### config.mk
export PLATFORM = sky130hd
export DESIGN_NAME = fpa_pipeline_hs
export DESIGN_NICKNAME = d
export VERILOG_FILES = /design/src/rtl/fpa_pkg.sv /design/src/rtl/fpa_norm_round.sv /design/src/rtl/fpa_pipeline_hs.sv
export SDC_FILE = /design/constraint.sdc
export NUM_CORES = 1
export LEC_CHECK = 0
export ABC_AREA = 1
export CAP_MARGIN = 10
export CELL_PAD_IN_SITES_DETAIL_PLACEMENT = 1
export CELL_PAD_IN_SITES_GLOBAL_PLACEMENT = 2
export CORE_ASPECT_RATIO = 1.4
export CORE_MARGIN = 1
export CORE_UTILIZATION = 36
export CTS_CLUSTER_SIZE = 8
export DETAILED_ROUTE_END_ITERATION = 10
export PLACE_DENSITY = 0.87
export SETUP_SLACK_MARGIN = 0.2
export SYNTH_ARGS = -nofsm -noshare
export SYNTH_HDL_FRONTEND = slang
export SYNTH_HIERARCHICAL = 1
export SYNTH_SLANG_ARGS = --single-unit
export TNS_END_PERCENT = 5
### constraint.sdc
create_clock -name Clk -period 39.9 [get_ports Clk]
set_input_delay 7.98 -clock Clk [delete_from_list [all_inputs] [get_ports Clk]]
set_output_delay 7.98 -clock Clk [all_outputs]
set_load 0.03 [all_outputs]
### src/rtl/fpa_pkg.sv
// Shared definitions for the parametrised floating-point add/subtract pipeline:
// rounding-mode codes, flag bit positions, width helpers and stage payload types.
package fpa_pkg;

  localparam logic [1:0] RM_RNE = 2'b00;
  localparam logic [1:0] RM_RTZ = 2'b01;
  localparam logic [1:0] RM_RDN = 2'b10;
  localparam logic [1:0] RM_RUP = 2'b11;

  // Flags = {invalid, overflow, underflow, inexact, zero}
  localparam int FLG_INV  = 4;
  localparam int FLG_OVF  = 3;
  localparam int FLG_UNF  = 2;
  localparam int FLG_NX   = 1;
  localparam int FLG_ZERO = 0;

  localparam int GRD_W = 3;

  function automatic int fpa_width(input int exp_w, input int frac_w);
    return 1 + exp_w + frac_w;
  endfunction

  function automatic int fpa_bias(input int exp_w);
    return (1 << (exp_w - 1)) - 1;
  endfunction

  function automatic int fpa_max_exp(input int exp_w);
    return (1 << exp_w) - 1;
  endfunction

  function automatic int fpa_guard_w();
    return GRD_W;
  endfunction

  typedef struct packed {
    logic nan;
    logic invalid;
    logic inf;
    logic inf_sign;
  } fpa_special_t;

  typedef struct packed {
    logic         eff_sub;
    logic [1:0]   rm;
    fpa_special_t sp;
  } fpa_ctrl_t;

endpackage

### src/rtl/fpa_norm_round.sv
// Combinational normalise/round stage: leading-zero count with gradual-underflow
// limit, G/R/S rounding per mode, overflow saturation and the special-case mux.
module fpa_norm_round
  import fpa_pkg::*;
#(
  parameter int EXP_W = 8,
  parameter int FRAC_W = 23,
  localparam int W = fpa_width(EXP_W, FRAC_W),
  localparam int SW = FRAC_W + 2 + GRD_W
) (
  input  logic             sign,
  input  logic [EXP_W-1:0] exp_in,
  input  logic [SW-1:0]    sum,
  input  fpa_ctrl_t        ctrl,
  output logic [W-1:0]     result,
  output logic [4:0]       flags
);

  localparam int MW = SW - 1;
  localparam int LZ_W = $clog2(SW) + 1;
  localparam int CW = (EXP_W + 1 > LZ_W) ? EXP_W + 1 : LZ_W;
  localparam int MAXE = fpa_max_exp(EXP_W);

  logic [CW-1:0] lz;
  logic          found;
  logic [CW-1:0] lim;
  logic [CW-1:0] sh;

  always_comb begin
    lz = '0;
    found = 1'b0;
    for (int i = MW - 1; i >= 0; i--) begin
      if (!found) begin
        if (sum[i]) found = 1'b1;
        else lz = lz + CW'(1);
      end
    end
  end

  // exp_in is always >= 1, so the shift never takes the exponent below 1
  assign lim = CW'(exp_in) - CW'(1);
  assign sh  = (lz < lim) ? lz : lim;

  logic [MW-1:0]     m;
  logic [EXP_W:0]    ex;
  logic [EXP_W:0]    ex_r;
  logic              up;
  logic              nx;
  logic [FRAC_W+1:0] mr;
  logic [FRAC_W-1:0] frac;
  logic              hidden;
  logic              ovf;
  logic              ovf_inf;
  logic              z_sign;

  always_comb begin
    m = '0;
    ex = '0;
    ex_r = '0;
    up = 1'b0;
    nx = 1'b0;
    mr = '0;
    frac = '0;
    hidden = 1'b0;
    ovf = 1'b0;
    ovf_inf = 1'b0;
    z_sign = sign;
    result = '0;
    flags = '0;

    if (sum[MW]) begin
      m  = {sum[MW:2], sum[1] | sum[0]};
      ex = (EXP_W+1)'(exp_in) + (EXP_W+1)'(1);
    end else begin
      m  = sum[MW-1:0] << sh;
      ex = (EXP_W+1)'(CW'(exp_in) - sh);
    end

    nx = |m[GRD_W-1:0];
    case (ctrl.rm)
      RM_RNE:  up = m[2] & (m[1] | m[0] | m[3]);
      RM_RTZ:  up = 1'b0;
      RM_RDN:  up = sign & nx;
      default: up = ~sign & nx;
    endcase

    mr = {1'b0, m[MW-1:GRD_W]} + (FRAC_W+2)'(up);
    if (mr[FRAC_W+1]) begin
      ex_r   = ex + (EXP_W+1)'(1);
      frac   = mr[FRAC_W:1];
      hidden = 1'b1;
    end else begin
      ex_r   = ex;
      frac   = mr[FRAC_W-1:0];
      hidden = mr[FRAC_W];
    end

    ovf = hidden & (ex_r >= (EXP_W+1)'(MAXE));
    ovf_inf = (ctrl.rm == RM_RNE) | ((ctrl.rm == RM_RUP) & ~sign) |
              ((ctrl.rm == RM_RDN) & sign);
    // An exact cancellation has no sign of its own; it follows the rounding mode
    if ((sum == '0) && ctrl.eff_sub) z_sign = (ctrl.rm == RM_RDN);

    result = {z_sign, (hidden ? ex_r[EXP_W-1:0] : {EXP_W{1'b0}}), frac};
    flags[FLG_NX]   = nx;
    flags[FLG_UNF]  = ~hidden & nx;
    flags[FLG_ZERO] = ~hidden & (frac == '0);

    if (ovf) begin
      result = ovf_inf ? {sign, {EXP_W{1'b1}}, {FRAC_W{1'b0}}}
                       : {sign, EXP_W'(MAXE - 1), {FRAC_W{1'b1}}};
      flags = '0;
      flags[FLG_OVF] = 1'b1;
      flags[FLG_NX]  = 1'b1;
    end
    if (ctrl.sp.inf) begin
      result = {ctrl.sp.inf_sign, {EXP_W{1'b1}}, {FRAC_W{1'b0}}};
      flags = '0;
    end
    if (ctrl.sp.nan) begin
      result = {1'b0, {EXP_W{1'b1}}, 1'b1, {(FRAC_W-1){1'b0}}};
      flags = '0;
      flags[FLG_INV] = ctrl.sp.invalid;
    end
  end

endmodule

### src/rtl/fpa_pipeline_hs.sv
// Three-stage IEEE-754 add/subtract pipeline (align -> add -> normalise/round)
// with valid/ready backpressure, a sideband tag and a synchronous flush.
module fpa_pipeline_hs
  import fpa_pkg::*;
#(
  parameter int EXP_W = 8,
  parameter int FRAC_W = 23,
  parameter int TAG_W = 4,
  localparam int W = fpa_width(EXP_W, FRAC_W)
) (
  input  logic             Clk,
  input  logic             Clear,
  input  logic             Flush,
  input  logic             In_Valid,
  output logic             In_Ready,
  input  logic [W-1:0]     OpA,
  input  logic [W-1:0]     OpB,
  input  logic             Sub_Signal,
  input  logic [1:0]       Rm,
  input  logic [TAG_W-1:0] In_Tag,
  output logic             Out_Valid,
  input  logic             Out_Ready,
  output logic [W-1:0]     Result,
  output logic [TAG_W-1:0] Out_Tag,
  output logic [4:0]       Flags
);

  localparam int MW = FRAC_W + 1 + GRD_W;
  localparam int SW = MW + 1;

  // Handshake: a stage moves forward on a clock edge when its valid is set and the
  // stage after it is ready (empty, or moving on in the same edge); otherwise it
  // holds. Flush empties every stage and blocks acceptance in that cycle.
  logic rdy1, rdy2, rdy3, v1, v2, accept;

  assign rdy3     = !Out_Valid || Out_Ready;
  assign rdy2     = !v2 || rdy3;
  assign rdy1     = !v1 || rdy2;
  assign In_Ready = rdy1;
  assign accept   = In_Valid && rdy1 && !Flush;

  logic             a_s, b_s;
  logic [EXP_W-1:0] a_e, b_e, a_ee, b_ee, l_e, s_e, diff;
  logic [FRAC_W-1:0] a_f, b_f;
  logic [FRAC_W:0]  a_m, b_m, l_m, s_m;
  logic             a_big, l_s;
  logic [MW-1:0]    s_ext, s_shift, lost, s_al;
  logic             a_nan, b_nan, a_inf, b_inf, inf_inf;
  fpa_ctrl_t        ctrl_in;

  assign a_s  = OpA[W-1];
  assign b_s  = OpB[W-1] ^ Sub_Signal;
  assign a_e  = OpA[W-2:FRAC_W];
  assign b_e  = OpB[W-2:FRAC_W];
  assign a_f  = OpA[FRAC_W-1:0];
  assign b_f  = OpB[FRAC_W-1:0];
  assign a_ee = (a_e == '0) ? EXP_W'(1) : a_e;
  assign b_ee = (b_e == '0) ? EXP_W'(1) : b_e;
  assign a_m  = {|a_e, a_f};
  assign b_m  = {|b_e, b_f};

  // Exponent-then-fraction field order makes the raw compare a magnitude compare
  assign a_big = OpA[W-2:0] >= OpB[W-2:0];
  assign l_s   = a_big ? a_s : b_s;
  assign l_e   = a_big ? a_ee : b_ee;
  assign s_e   = a_big ? b_ee : a_ee;
  assign l_m   = a_big ? a_m : b_m;
  assign s_m   = a_big ? b_m : a_m;
  assign diff  = l_e - s_e;

  assign s_ext   = {s_m, {GRD_W{1'b0}}};
  assign s_shift = s_ext >> diff;
  assign lost    = s_ext & ~({MW{1'b1}} << diff);
  assign s_al    = {s_shift[MW-1:1], s_shift[0] | (|lost)};

  assign a_nan   = (&a_e) && (a_f != '0);
  assign b_nan   = (&b_e) && (b_f != '0);
  assign a_inf   = (&a_e) && (a_f == '0);
  assign b_inf   = (&b_e) && (b_f == '0);
  assign inf_inf = a_inf && b_inf && ctrl_in.eff_sub;

  assign ctrl_in.eff_sub     = Sub_Signal ^ OpA[W-1] ^ OpB[W-1];
  assign ctrl_in.rm          = Rm;
  assign ctrl_in.sp.nan      = a_nan || b_nan || inf_inf;
  assign ctrl_in.sp.invalid  = (a_nan && !a_f[FRAC_W-1]) || (b_nan && !b_f[FRAC_W-1]) || inf_inf;
  assign ctrl_in.sp.inf      = (a_inf || b_inf) && !ctrl_in.sp.nan;
  assign ctrl_in.sp.inf_sign = a_inf ? a_s : b_s;

  logic             s1_sign, s2_sign;
  logic [EXP_W-1:0] s1_exp, s2_exp;
  logic [MW-1:0]    s1_ml, s1_ms;
  logic [SW-1:0]    s2_sum, sum;
  fpa_ctrl_t        s1_ctrl, s2_ctrl;
  logic [TAG_W-1:0] s1_tag, s2_tag;
  logic [W-1:0]     nr_result;
  logic [4:0]       nr_flags;

  // The larger magnitude is always the minuend, so the difference never goes negative
  assign sum = s1_ctrl.eff_sub ? ({1'b0, s1_ml} - {1'b0, s1_ms})
                               : ({1'b0, s1_ml} + {1'b0, s1_ms});

  fpa_norm_round #(
    .EXP_W (EXP_W),
    .FRAC_W(FRAC_W)
  ) u_norm_round (
    .sign  (s2_sign),
    .exp_in(s2_exp),
    .sum   (s2_sum),
    .ctrl  (s2_ctrl),
    .result(nr_result),
    .flags (nr_flags)
  );

  always_ff @(posedge Clk or negedge Clear) begin
    if (!Clear) begin
      v1 <= 1'b0;
      v2 <= 1'b0;
      Out_Valid <= 1'b0;
      s1_sign <= 1'b0;
      s1_exp <= '0;
      s1_ml <= '0;
      s1_ms <= '0;
      s1_ctrl <= '0;
      s1_tag <= '0;
      s2_sign <= 1'b0;
      s2_exp <= '0;
      s2_sum <= '0;
      s2_ctrl <= '0;
      s2_tag <= '0;
      Result <= '0;
      Out_Tag <= '0;
      Flags <= '0;
    end else begin
      if (Flush) begin
        v1 <= 1'b0;
        v2 <= 1'b0;
        Out_Valid <= 1'b0;
      end else begin
        if (rdy1) v1 <= In_Valid;
        if (rdy2) v2 <= v1;
        if (rdy3) Out_Valid <= v2;
      end
      if (accept) begin
        s1_sign <= l_s;
        s1_exp <= l_e;
        s1_ml <= {l_m, {GRD_W{1'b0}}};
        s1_ms <= s_al;
        s1_ctrl <= ctrl_in;
        s1_tag <= In_Tag;
      end
      if (v1 && rdy2 && !Flush) begin
        s2_sign <= s1_sign;
        s2_exp <= s1_exp;
        s2_sum <= sum;
        s2_ctrl <= s1_ctrl;
        s2_tag <= s1_tag;
      end
      if (v2 && rdy3 && !Flush) begin
        Result <= nr_result;
        Out_Tag <= s2_tag;
        Flags <= nr_flags;
      end
    end
  end

endmodule

==> impl_metrics.json, run 1 <==
{
  "run_status": "finished clean",
  "finalMaxSlewViolations": 0,
  "floorplan.core_area_mm2": 0.0554,
  "die_area_mm2": 0.0570,
  "drt_iter0_drcs": 1114,
  "maxClockFrequency_ghz": 0.0459,
  "cts-buffers-inserted": 17,
  "worst-r2r-setup-slack_ps": 18130,
  "skew_final_ps": 16.7,
  "synthesis.yosys.warnings": 6,
  "relSlewSlack": 0.180,
  "width_of_the_die_um": 202,
  "cp_slowest_cell": "sky130_fd_sc_hd__a21oi_4",
  "postPlaceCellArea_mm2": 0.0218,
  "count_of_tritonroute_iterations_in_the_first_routing_pass": 6,
  "max_stage_delay_ps": 870,
  "fin_tns_setup_ps": 0,
  "routabilityCongestion": 0.998,
  "clock-sinks": 163,
  "leakage_power_summed_over_all_cells_uw": 0.0112,
  "synth.top_cell.area_share": 0.202,
  "maximum_number_of_pins_on_one_net_before_global_route_repair": 84,
  "post-synth-top-count-cell": "sky130_fd_sc_hd__nand2_1",
  "postSynthRegisterBits": 163,
  "ir_worst_vdd_mv": 0.0343,
  "cts.root.buffer_cell": "sky130_fd_sc_hd__clkbuf_16",
  "drc": 0,
  "cts_tree": "yes",
  "syn_avg_cell_area_um2": 6.07,
  "synth.area.top_cells": "sky130_fd_sc_hd__dfrtp_1 20%, sky130_fd_sc_hd__nand2_1 17%, sky130_fd_sc_hd__nand3_1 12%",
  "crit_path_max_fanout": 37,
  "ioPinCount": 119,
  "route.detailed.vias_per_inst": 5.44,
  "worstReg2RegStart": "s2_sum[25]",
  "synth.distinct_cells": 64,
  "first_global_vias": 23600,
  "design_area_mm2": 0.0224,
  "timing.final.hold_violations": 0,
  "number_of_antenna_violations_at_the_first_check_in_global_routing": 0,
  "rsz0062_at_grt": "false",
  "rows": 102,
  "min-delay-path-class": "reg2reg",
  "clock_latency_on_the_worst_skew_pair_ps": 460,
  "area_delta_synth_final_pct": 10.9,
  "worstSetupPathType": "reg2reg",
  "cts_buffer_depth": 2,
  "synth_largest_area_cell": "sky130_fd_sc_hd__dfrtp_1",
  "r2r.worst_path.cells": 127,
  "cts.clk_slew.worst_paths_ps": 80,
  "number_of_resized_instances_in_the_post_cts_repair_step": 0,
  "proportion_of_synthesized_flip_flops_having_asynchronous_set_or_reset": 1.00,
  "timing.critical_path.required_ps": 40250,
  "yosysSeqAreaShare": 0.202,
  "final.period_utilization": 0.546,
  "buffer_ports.inserted": 118,
  "cts_post_setup_buffers_inserted": 0,
  "fin_nets": 3562,
  "total_power_density_per_cell_area_mw_per_mm2": 74.0,
  "share_of_layout_cells_above_drive_strength_1": 0.0714,
  "cts_hold_buf": 0,
  "max_cap_viol": 0,
  "detailedPlacementHpwl_um": 64200,
  "postSynthNetCount": 3534,
  "cp-endpoint": "Result[10]",
  "synthCells": 3321,
  "global_route.overflow_total": 0,
  "worst_setup_path_start_kind": "flop",
  "start_util": 0.364,
  "ant_nets": 0,
  "global_route.usage.total": 0.277,
  "grt_first_pass_wirelength_um": 125000,
  "h_tree_depth": 4,
  "via_count": 22300,
  "cell_repeated_most_along_the_worst_path": "sky130_fd_sc_hd__nand2_1",
  "dieHeight_um": 282,
  "critical_path_arrival_ps": 22120,
  "critical_path.startpoint": "s2_sum[25]",
  "tightestPinTransition_ps": 1220,
  "wl_um": 78200,
  "final.min_clock_period_ps": 21770,
  "setup_viol_count_final": 0,
  "synth_edf_count": 0,
  "crit-reg2reg-capture": "Result[10]",
  "mappedNetlistArea_mm2": 0.0202,
  "ys_top_cells_by_count": "915 x sky130_fd_sc_hd__nand2_1, 466 x sky130_fd_sc_hd__nand3_1, 389 x sky130_fd_sc_hd__inv_1, 301 x sky130_fd_sc_hd__nor2_1, 171 x sky130_fd_sc_hd__a21oi_1",
  "route.detailed.wl_per_inst_um": 19.1,
  "ys_dominant_reg_cell": "sky130_fd_sc_hd__dfrtp_1",
  "diodes": 0,
  "setup.worst_path.end_class": "flop"
}
-- critical path, delay by kind of cell (launching register included) --
family | cells | cell delay (ps)
adder cells (fa/ha/maj) | 27 | 7430
multiplexers | 1 | 280
buffers and inverters | 19 | 1640
AO/OA/AOI/OAI | 21 | 3960
flip-flops | 1 | 500
AND/OR/NAND/NOR | 59 | 7850
-- registers in the layout (all words and copies together), names as in the netlist --
register	cells
Result	32
s2_sum	28
s1_ms	27
s1_ml	24
s1_exp	8
s2_exp	8
s1_ctrl	7
s2_ctrl	7
Flags	5
Out_Tag	4
s1_tag	4
s2_tag	4
Out_Valid	1
s1_sign	1
s2_sign	1
v1	1
v2	1
-- how the worst min path moves through the flow --
stage                 end  cells past startpoint       start
2_1_floorplan   s2_exp[0]                      2   s1_exp[0]
3_3_place_gp    s2_tag[1]                      2   s2_tag[1]
3_5_place_dp    s2_tag[3]                      2   s2_tag[3]
4_1_cts        s2_ctrl[2]                      2  s2_ctrl[2]
5_1_grt         s2_tag[2]                      2   s2_tag[2]
6_report        s2_tag[2]                      2   s2_tag[2]
-- where the power goes --
part	internal, uW	switching (uW)	leakage, uW
Combinational	386	827	0.00888
Clock	83.4	79.9	0.000268
Sequential	215	63.1	0.00203
-- placed cells by master, fill, tap and decap left out, types with 30 or more instances in the layout --
cell type	instances
sky130_fd_sc_hd__dfrtp_1	163
sky130_fd_sc_hd__nand3_1	466
sky130_fd_sc_hd__ha_1	134
sky130_fd_sc_hd__clkdlybuf4s50_1	117
sky130_fd_sc_hd__inv_1	388
sky130_fd_sc_hd__o21ai_0	158
sky130_fd_sc_hd__nor2_2	30
sky130_fd_sc_hd__nand4_1	64
sky130_fd_sc_hd__nand2_1	914
sky130_fd_sc_hd__mux2_2	42
sky130_fd_sc_hd__xor2_1	39
sky130_fd_sc_hd__nor2_1	301
sky130_fd_sc_hd__a21oi_1	171
sky130_fd_sc_hd__inv_2	33
-- layer usage --
metal,part of all wire,track usage,vias to the layer above
met5,0,0,-
met4,0.068,0.181,0
met3,0.023,0.0272,198
met2,0.53,0.537,413
met1,0.37,0.278,10700
li1,-,-,10900
-- per-stage QoR --
stage,std cells,power [uW],util,worst slack (ps),hold WS [ps]
global route,4090,1810,0.404,16250,512
CTS,4090,1660,0.404,18200,495
finish,4090,1650,0.404,18130,489
floorplan,3321,1110,-,21680,442
global placement,4058,1450,0.394,19510,461
detailed placement,4058,1480,0.394,18320,475
-- area by class of cell --
type,instances,area (um2)
tap,728,911
inverter,427,1610
multi-input combinational,2600,13900
fill,7486,33000
sequential,163,4080
clock inverter,13,116
timing repair buffer,140,1350
clock buffer,19,443
-- cells by family after synthesis --
logic type / after synthesis / synth area share
AOI/OAI and AO/OA: 452 / 0.126
xor gates and xnor gates: 63 / 0.0283
adders and majority gates: 137 / 0.0861
buffers and inverters: 558 / 0.111
DFF: 163 / 0.202
muxes: 42 / 0.0234
and+or+nand+nor: 1906 / 0.423
Note: power is estimated with default switching activity, not from simulation.
==> inputs of run 2 (changes only) <==
--- a/config.mk
+++ b/config.mk
@@ -11,10 +11,10 @@
 export CELL_PAD_IN_SITES_GLOBAL_PLACEMENT = 2
 export CORE_ASPECT_RATIO = 1.4
 export CORE_MARGIN = 1
-export CORE_UTILIZATION = 36
+export CORE_UTILIZATION = 30
 export CTS_CLUSTER_SIZE = 8
 export DETAILED_ROUTE_END_ITERATION = 10
-export PLACE_DENSITY = 0.87
+export PLACE_DENSITY = 0.77
 export SETUP_SLACK_MARGIN = 0.2
 export SYNTH_ARGS = -nofsm -noshare
 export SYNTH_HDL_FRONTEND = slang
==> constraint.sdc (replaced) <==
create_clock -name Clk -period 19.5 [get_ports Clk]
set_input_delay 3.9 -clock Clk [delete_from_list [all_inputs] [get_ports Clk]]
set_output_delay 3.9 -clock Clk [all_outputs]
set_load 0.03 [all_outputs]
==> impl_metrics.json, run 2 (same netlist as run 1, synthesis figures left out) <==
{
  "timing.critical_path.required_ps": 19860,
  "cts_tree": "yes",
  "total_power_density_per_cell_area_mw_per_mm2": 155,
  "max_cap_viol": 0,
  "layout_commonest_cell": "sky130_fd_sc_hd__nand2_1",
  "skew_final_ps": 15.8,
  "regMostFlops": "Result",
  "tightestPinTransition_ps": 1110,
  "die_area_mm2": 0.0683,
  "buffer_ports.inserted": 118,
  "setup.worst_path.end_class": "flop",
  "ant_nets": 0,
  "share_of_layout_cells_above_drive_strength_1": 0.110,
  "finalMaxSlewViolations": 0,
  "max_stage_delay_ps": 380,
  "worst_setup_path_start_kind": "flop",
  "width_of_the_die_um": 221,
  "whs_path_depth": 2,
  "clock_latency_on_the_worst_skew_pair_ps": 470,
  "h_tree_depth": 4,
  "worst-r2r-setup-slack_ps": 1400,
  "setup_viol_count_final": 0,
  "run_status": "finished clean",
  "holdPathEnd": "s1_ms[0]",
  "rows": 112,
  "crit_path_max_fanout": 31,
  "relSlewSlack": 0.254,
  "biggestRegsByFlops": "Result (32), s2_sum (28), s1_ms (27)",
  "via_count": 22400,
  "route.detailed.vias_per_inst": 5.23,
  "worstReg2RegStart": "s2_sum[25]",
  "grt_first_pass_wirelength_um": 131000,
  "largest_register_ffs": 32,
  "rsz0062_at_grt": "false",
  "cp_slowest_cell": "sky130_fd_sc_hd__dfrtp_1",
  "cts-buffers-inserted": 17,
  "diodes": 0,
  "worstSetupPathType": "reg2reg",
  "number_of_antenna_violations_at_the_first_check_in_global_routing": 0,
  "route.detailed.wl_per_inst_um": 19.7,
  "maximum_number_of_pins_on_one_net_before_global_route_repair": 84,
  "first_global_vias": 23800,
  "cts_buffer_depth": 2,
  "area_delta_synth_final_pct": 16.4,
  "count_of_tritonroute_iterations_in_the_first_routing_pass": 5,
  "fin_tns_setup_ps": 0,
  "floorplan.core_area_mm2": 0.0666,
  "ioPinCount": 119,
  "start_util": 0.303,
  "wl_um": 84200,
  "overall_power_uw": 3650,
  "clock-sinks": 163,
  "timing.hold.worst.start": "s1_ms[0]",
  "drc": 0,
  "dieHeight_um": 309,
  "final.period_utilization": 0.928,
  "min-delay-path-class": "reg2reg",
  "cell_repeated_most_along_the_worst_path": "sky130_fd_sc_hd__nand2_1",
  "cts.root.buffer_cell": "sky130_fd_sc_hd__clkbuf_16",
  "r2r.worst_path.cells": 122,
  "cts.clk_slew.worst_paths_ps": 70,
  "final.min_clock_period_ps": 18100,
  "drt_iter0_drcs": 944,
  "leakage_power_summed_over_all_cells_uw": 0.0115,
  "global_route.usage.total": 0.245,
  "fin_nets": 3624,
  "critical_path_arrival_ps": 18460,
  "final_cell_mix": "895 x sky130_fd_sc_hd__nand2_1, 461 x sky130_fd_sc_hd__nand3_1, 383 x sky130_fd_sc_hd__inv_1, 294 x sky130_fd_sc_hd__nor2_1, 166 x sky130_fd_sc_hd__a21oi_1",
  "crit-reg2reg-capture": "Result[21]",
  "detailedPlacementHpwl_um": 69600,
  "global_route.overflow_total": 0,
  "timing.final.hold_violations": 0,
  "ir_worst_vdd_mv": 0.0894,
  "maxClockFrequency_ghz": 0.0552,
  "cts_hold_buf": 0,
  "routabilityCongestion": 0.900
}
==> run 2: cell type report <==
class / instances / area [um2]
Sequential cell: 163 / 4080
Clock inverter: 12 / 113
Tap cell: 855 / 1070
Inverter: 427 / 1610
Timing Repair Buffer: 201 / 1880
Fill cell: 8686 / 43100
Clock buffer: 20 / 457
Multi-Input combinational cell: 2601 / 14300
==> run 2: through the flow <==
stage / utilization / setup slack [ps] / cell area (um2) / hold WS [ps] / instances
floorplan: - / 1280 / 20200 / 442 / 3321
global placement: 0.334 / 206 / 22200 / 465 / 4219
detailed placement: 0.334 / -696 / 22200 / 473 / 4219
CTS: 0.345 / 192 / 23000 / 494 / 4261
global route: 0.353 / 176 / 23500 / 512 / 4279
finish: 0.353 / 1400 / 23500 / 487 / 4279
==> run 2: layer usage <==
metal  vias to the layer above  GRT usage  wire (um)
met3                       160     0.0175       1370
met4                         0      0.135       4690
met1                     10800      0.248      31800
met5                         -          0          0
met2                       315      0.492      46300
li1                      11100          -          -
==> run 2: worst max path at each step <==
stage | startpoint | to | cells after the start
2_1_floorplan | s2_sum[25] | Result[11] | 124
3_3_place_gp | s2_sum[26] | Result[1] | 127
3_5_place_dp | s2_sum[26] | Result[14] | 125
4_1_cts | s2_sum[25] | Result[14] | 128
5_1_grt | s2_sum[25] | Result[21] | 131
6_report | s2_sum[25] | Result[21] | 122
==> run 2: power by group <==
group	internal, uW	switching, uW
registers	440	129
clock network	176	170
logic	938	1800
total	1550	2100
==> run 2: critical path: cells and delay by family, from the launching register on <==
family                   cells  cell delay [ps]
multiplexers                 1              260
XOR/XNOR                     1              330
flip-flops                   1              380
buffers and inverters       22             2120
adder cells (fa/ha/maj)     25             6150
AND/OR/NAND/NOR             55             6350
AO/OA/AOI/OAI               18             2380
==> run 2: repair_timing <==
| item | CTS | global route |
|---|---|---|
| buffers inserted | 10 | 14 |
| resized for setup | 20 | 77 |
| gates cloned | 0 | 4 |
| setup endpoints to repair | 35 | 35 |
| pin swaps | 8 | 35 |
